--- config.mk ---
export PLATFORM = sky130hd
export DESIGN_NAME = onehot_decoder_seq_flat
export DESIGN_NICKNAME = d
export VERILOG_FILES = /design/src/rtl/onehot_decoder_seq_pkg.sv /design/src/rtl/onehot_decoder_seq_if.sv /design/src/rtl/onehot_decoder_seq_code_fifo.sv /design/src/rtl/onehot_decoder_seq.sv /design/src/flat_wrapper.sv
export SDC_FILE = /design/constraint.sdc
export NUM_CORES = 1
export LEC_CHECK = 0
export BUFFER_PORTS_ARGS = -buffer_cell sky130_fd_sc_hd__buf_2
export CAP_MARGIN = 10
export CORE_MARGIN = 2
export CORE_UTILIZATION = 44
export CTS_CLUSTER_SIZE = 16
export DETAILED_ROUTE_END_ITERATION = 8
export PLACE_DENSITY = 0.68
export RECOVER_POWER = 100
export SLEW_MARGIN = 10
export SYNTH_ARGS = -nofsm -noshare
export SYNTH_HDL_FRONTEND = slang
export SYNTH_SLANG_ARGS = --single-unit
--- constraint.sdc ---
create_clock -name clk -period 2.1 [get_ports clk]
set_clock_uncertainty 0.1 [all_clocks]
set_input_delay 0.105 -clock clk [delete_from_list [all_inputs] [get_ports clk]]
set_output_delay 0.105 -clock clk [all_outputs]
set_load 0.02 [all_outputs]
--- src/rtl/onehot_decoder_seq_pkg.sv ---
// rtl/onehot_decoder_seq_pkg.sv - shared types, defaults and width helpers for the one-hot decoder
package onehot_dec_pkg;

   typedef enum logic {IDLE, DRIVE} state_t;

   localparam int DEF_WIDTH = 8;
   localparam int DEF_DEPTH = 4;
   localparam int DEF_HOLD  = 2;

   function automatic int code_w(input int width);
      return (width <= 2) ? 1 : $clog2(width);
   endfunction

   function automatic int count_w(input int depth);
      return $clog2(depth) + 1;
   endfunction

endpackage

--- src/rtl/onehot_decoder_seq_if.sv ---
// rtl/onehot_decoder_seq_if.sv - code handshake and one-hot output bundle
interface onehot_decoder_seq_if
   import onehot_dec_pkg::*;
#(
   parameter int WIDTH = DEF_WIDTH,
   parameter int DEPTH = DEF_DEPTH
) ();
   localparam int CODE_W = code_w(WIDTH);
   localparam int CNT_W  = count_w(DEPTH);

   logic [CODE_W-1:0] code_in;
   logic              code_valid;
   logic              code_ready;
   logic [WIDTH-1:0]  onehot;
   logic              onehot_valid;
   logic [CNT_W-1:0]  fifo_count;
   logic              range_err;

   modport master (
      output code_in, code_valid,
      input  code_ready, onehot, onehot_valid, fifo_count, range_err
   );

   modport slave (
      input  code_in, code_valid,
      output code_ready, onehot, onehot_valid, fifo_count, range_err
   );
endinterface

--- src/rtl/onehot_decoder_seq_code_fifo.sv ---
// rtl/onehot_decoder_seq_code_fifo.sv - synchronous code FIFO with registered occupancy count
module code_fifo
   import onehot_dec_pkg::*;
#(
   parameter int DEPTH  = DEF_DEPTH,
   parameter int CODE_W = 3
) (
   input  logic                      clk,
   input  logic                      rst,
   input  logic                      push,
   input  logic [CODE_W-1:0]         push_data,
   input  logic                      pop,
   output logic [CODE_W-1:0]         pop_data,
   output logic                      full,
   output logic                      empty,
   output logic [count_w(DEPTH)-1:0] count
);
   localparam int PTR_W = $clog2(DEPTH);
   localparam int CNT_W = count_w(DEPTH);

   logic [CODE_W-1:0] mem [DEPTH];
   logic [PTR_W-1:0]  wr_ptr;
   logic [PTR_W-1:0]  rd_ptr;
   logic              do_push;
   logic              do_pop;

   // Full comes from the registered count, so a pop never frees a slot for a same-edge push.
   assign full     = (count == CNT_W'(DEPTH));
   assign empty    = (count == '0);
   assign do_push  = push && !full;
   assign do_pop   = pop && !empty;
   assign pop_data = mem[rd_ptr];

   always_ff @(posedge clk) begin
      if (do_push) begin
         mem[wr_ptr] <= push_data;
      end
   end

   always_ff @(posedge clk or posedge rst) begin
      if (rst) begin
         wr_ptr <= '0;
         rd_ptr <= '0;
         count  <= '0;
      end else begin
         if (do_push) begin
            wr_ptr <= wr_ptr + 1'b1;
         end
         if (do_pop) begin
            rd_ptr <= rd_ptr + 1'b1;
         end
         if (do_push && !do_pop) begin
            count <= count + 1'b1;
         end else if (!do_push && do_pop) begin
            count <= count - 1'b1;
         end
      end
   end
endmodule

--- src/rtl/onehot_decoder_seq.sv ---
// rtl/onehot_decoder_seq.sv - buffered code-to-one-hot decoder holding each word for HOLD cycles
module onehot_decoder_seq
   import onehot_dec_pkg::*;
#(
   parameter int WIDTH = DEF_WIDTH,
   parameter int DEPTH = DEF_DEPTH,
   parameter int HOLD  = DEF_HOLD
) (
   input  logic                clk,
   input  logic                rst,
   onehot_decoder_seq_if.slave bus
);
   localparam int CODE_W = code_w(WIDTH);
   localparam int CNT_W  = count_w(DEPTH);
   localparam int HOLD_W = (HOLD > 1) ? $clog2(HOLD) : 1;
   localparam logic [HOLD_W-1:0] HOLD_LAST = HOLD_W'(HOLD - 1);

   state_t            state;
   logic [HOLD_W-1:0] cnt;
   logic              full;
   logic              empty;
   logic              pop;
   logic [CODE_W-1:0] head;
   logic [CNT_W-1:0]  count;
   logic              head_oor;
   logic [WIDTH-1:0]  head_word;

   // A new word is taken whenever the current one has run its last cycle (or nothing is active).
   assign pop       = !empty && ((state == IDLE) || (cnt == '0));
   assign head_oor  = (int'(head) >= WIDTH);
   assign head_word = head_oor ? '0 : ({{(WIDTH-1){1'b0}}, 1'b1} << head);

   assign bus.code_ready = !full;
   assign bus.fifo_count = count;

   code_fifo #(
      .DEPTH  (DEPTH),
      .CODE_W (CODE_W)
   ) u_fifo (
      .clk       (clk),
      .rst       (rst),
      .push      (bus.code_valid),
      .push_data (bus.code_in),
      .pop       (pop),
      .pop_data  (head),
      .full      (full),
      .empty     (empty),
      .count     (count)
   );

   always_ff @(posedge clk or posedge rst) begin
      if (rst) begin
         state            <= IDLE;
         cnt              <= '0;
         bus.onehot       <= '0;
         bus.onehot_valid <= 1'b0;
         bus.range_err    <= 1'b0;
      end else begin
         if (pop && head_oor) begin
            bus.range_err <= 1'b1;
         end
         case (state)
            IDLE: begin
               if (pop) begin
                  bus.onehot       <= head_word;
                  bus.onehot_valid <= 1'b1;
                  cnt              <= HOLD_LAST;
                  state            <= DRIVE;
               end
            end
            DRIVE: begin
               if (cnt != '0) begin
                  cnt <= cnt - 1'b1;
               end else if (pop) begin
                  bus.onehot <= head_word;
                  cnt        <= HOLD_LAST;
               end else begin
                  bus.onehot       <= '0;
                  bus.onehot_valid <= 1'b0;
                  state            <= IDLE;
               end
            end
            default: state <= IDLE;
         endcase
      end
   end
endmodule
--- src/flat_wrapper.sv ---
// flat-port wrapper written by rule: the top's interface ports become plain ports
module onehot_decoder_seq_flat import onehot_dec_pkg::*;
#(
   parameter int WIDTH = DEF_WIDTH,
   parameter int DEPTH = DEF_DEPTH,
   parameter int HOLD  = DEF_HOLD
)
  (clk, rst, bus_code_in, bus_code_valid, bus_code_ready, bus_onehot, bus_onehot_valid, bus_fifo_count, bus_range_err);
  onehot_decoder_seq_if #(.WIDTH(WIDTH), .DEPTH(DEPTH)) bus_i ();
  input  logic clk;
  input  logic rst;
  input wire logic [$bits(bus_i.code_in)-1:0] bus_code_in;
  input wire logic [$bits(bus_i.code_valid)-1:0] bus_code_valid;
  output wire logic [$bits(bus_i.code_ready)-1:0] bus_code_ready;
  output wire logic [$bits(bus_i.onehot)-1:0] bus_onehot;
  output wire logic [$bits(bus_i.onehot_valid)-1:0] bus_onehot_valid;
  output wire logic [$bits(bus_i.fifo_count)-1:0] bus_fifo_count;
  output wire logic [$bits(bus_i.range_err)-1:0] bus_range_err;
  assign bus_i.code_in = bus_code_in;
  assign bus_i.code_valid = bus_code_valid;
  assign bus_code_ready = bus_i.code_ready;
  assign bus_onehot = bus_i.onehot;
  assign bus_onehot_valid = bus_i.onehot_valid;
  assign bus_fifo_count = bus_i.fifo_count;
  assign bus_range_err = bus_i.range_err;
  onehot_decoder_seq #(.WIDTH(WIDTH), .DEPTH(DEPTH), .HOLD(HOLD)) u_core (.clk(clk), .rst(rst), .bus(bus_i));
endmodule
==> flow_metrics.env <==
export IMPL_status="finished, violations left"
export IMPL_violations="DRC"
export IMPL_initial_core_util=0.469
export IMPL_wl_per_cell_um=13.6
export IMPL_yosysWarnings=0
export IMPL_start_kind="flop"
export IMPL_clockBufferDepth=2
export IMPL_arrival_ns=2.12
export IMPL_cts_buffers=5
export IMPL_worst_slew_pin_slew_ns=0.688
export IMPL_hold_violations=0
export IMPL_diodes=0
export IMPL_power_w=0.00251
export IMPL_ant_nets=0
export IMPL_grt_ovfl_total=0
export IMPL_cap_violations=0
export IMPL_multiInputGateArea_um2=477
export IMPL_max_slew_margin=0.541
export IMPL_routabilityCongestion=0.718
export IMPL_min_period_ns=2.01
export IMPL_grt_max_degree=19
export IMPL_dr_first_iter_drc_count=22
export IMPL_syn_avg_cell_area_um2=14.2
export IMPL_rsz0062_at_grt="no"
export IMPL_htreeDepth=2
export IMPL_first_global_vias=791
export IMPL_fp_dieH_um=58.7
export IMPL_synth_edf_count=12
export IMPL_cp_max_fo=4
export IMPL_ys_seq_elements=30
export IMPL_cts_tree="yes"
export IMPL_finalNetCount=134
export IMPL_hold_class="input port to flop"
export IMPL_wl_mm=2.10
export IMPL_slew_violations=0
export IMPL_ys_seq_area_frac=0.616
export IMPL_n_fill_cell=251
export IMPL_antenna_found_initial=0
export IMPL_core_area_um2=2810
export IMPL_timing_fmax_mhz=498
export IMPL_place_ws_ns=0.0567
export IMPL_drive_gt1_frac=0.195
export IMPL_path_clk_slew_ns=0.09
export IMPL_cts_sinks=30
export IMPL_synth_area_um2=1320
export IMPL_dpl_hpwl_mm=1.50
export IMPL_leakage_nw=0.623
export IMPL_clockRootBuffer="clkbuf_4"
export IMPL_setup_viol=0
export IMPL_io_buffers=18
export IMPL_grt_usage=0.144
export IMPL_mostFrequentLayoutCell="clkbuf_1"
export IMPL_vias=785
export IMPL_cp_required_ns=2.21
export IMPL_clock_latency_ns=0.33
export IMPL_synthDistinctLibCells=28
export IMPL_setup_tns_final_ns=0
export IMPL_die_w_um=58.7
export IMPL_drc_errors=2
export IMPL_synthFlopType="dfrtp_1"
export IMPL_post_route_period_util=0.957
export IMPL_rows=19
export IMPL_power_density_nw_per_um2=1620
export IMPL_path_class="flop to flop"
export IMPL_synth_fp_nets=105
export IMPL_seq_area_um2=813
export IMPL_setup_ws_ns=0.0912
export IMPL_area_growth_pct=17.4
export IMPL_synthArstFlopShare=0.600
export IMPL_hold_slack_ns=0.244
export IMPL_detail_route_first_pass_iterations=6
export IMPL_die_area_um2=3450
export IMPL_final_cell_mix="clkbuf_1 (17), dfrtp_1 (16), edfxtp_1 (12), nor2_1 (7), inv_1 (6)"
export IMPL_routed_via_density=5.10
export IMPL_max_vdd_ir_drop_v=0.000846
export IMPL_syn_inst=93
export IMPL_pin_count=20
export IMPL_end_kind="flop"
export IMPL_grt_pass1_wl_mm=3.55
-- critical path, cell delays in order (launching register included) --
cell	delay (ns)
dfrtp_1	0.42
and2_1	0.22
nor2_1	0.18
inv_2	0.08
ha_4	0.16
inv_1	0.06
fa_1	0.40
mux2_2	0.27
-- synth_stat cells (all sizes together), types with 2 or more instances --
cell	number	area, um^2
o21ai	2	13.8
buf	2	18.8
dfrtp	18	450
nand2	4	15.0
nand3	2	10.0
nor3	2	21.3
xnor2	4	35.0
nor2	7	26.3
o2bb2ai	3	26.3
edfxtp	12	360
a32o	4	40.0
xor2	2	17.5
mux4	3	67.6
and2	5	31.3
mux2	2	22.5
nand2b	2	12.5
ha	5	62.6
inv	7	26.3
-- final timing paths --
| kind | slack [ns] | startpoint | cells past startpoint | to |
|---|---|---|---|---|
| worst min register to register | 0.39 | u_core.bus.onehot[6] | 1 | u_core.bus.onehot[6] |
| worst max-delay path | 0.09 | u_core.state | 7 | u_core.u_fifo.count[1] |
| worst min-delay path | 0.24 | bus_code_valid | 4 | u_core.u_fifo.count[0] |
| max in group asynchronous | 1.10 | rst | 3 | u_core.u_fifo.count[1] |
| worst max register to register | 0.09 | u_core.state | 7 | u_core.u_fifo.count[1] |
| min in group asynchronous | 0.32 | rst | 3 | u_core.bus.onehot[4] |
-- where the power goes --
part           leakage [nW]  internal (W)  switching [W]
Combinational         0.257      0.000486       0.000642
Clock                0.0353      0.000162       0.000190
Sequential            0.331      0.000842       0.000184
Total                 0.623       0.00149        0.00102
-- sequential cells by signal, indices dropped and copies added, names as in the netlist --
| signal | cells |
|---|---|
| u_core.bus.onehot | 8 |
| u_core.bus.onehot_valid | 1 |
| u_core.cnt | 1 |
| u_core.state | 1 |
| u_core.u_fifo.count | 3 |
| u_core.u_fifo.mem | 12 |
| u_core.u_fifo.rd_ptr | 2 |
| u_core.u_fifo.wr_ptr | 2 |
-- stage by stage --
step           std cells  utilization  instance area [um^2]
2_1_floorplan         93            -                  1330
3_3_place_gp         142        0.520                  1460
3_5_place_dp         142        0.520                  1460
4_1_cts              154        0.555                  1560
5_1_grt              154        0.551                  1550
6_report             154        0.551                  1550
-- kinds of logic (layout without fill, tap and decap cells) --
| group | count (synthesis) | after routing | share of synthesized area |
|---|---|---|---|
| AOI/OAI and AO/OA | 12 | 12 | 0.0798 |
| and+or+nand+nor | 23 | 23 | 0.0932 |
| buffers and inverters | 10 | 40 | 0.0371 |
| adders and majority gates | 6 | 6 | 0.0627 |
| other | 1 | 1 | 0.00285 |
| DFF | 30 | 30 | 0.616 |
| xor gates and xnor gates | 6 | 6 | 0.0399 |
| muxes | 5 | 5 | 0.0684 |
-- area by class of cell --
type / count / share of cell area
well taps: 31 / 0.0251
inverters: 7 / 0.0170
flip-flops and latches: 30 / 0.526
repair buffers: 25 / 0.0842
clock buffers: 7 / 0.0356
multi-input cells: 53 / 0.309
clock inverters: 1 / 0.00324
-- routing by layer --
layer  vias to the layer above  wire [um]  track usage
met3                         3        125       0.0681
li1                        384          -            -
met5                         -          0            0
met4                         0         27       0.0584
met2                        18       1040        0.228
met1                       380        905        0.170
-- timing repair --
| item | 4_1_cts | 5_1_grt |
|---|---|---|
| endpoints found under the setup margin | 0 | 2 |
| resized for setup | 0 | 4 |
| hold endpoints to repair | 30 | 0 |
| setup buffers | 0 | 0 |
| hold buffers | 4 | 0 |
Power figures use the tool's default switching activity.
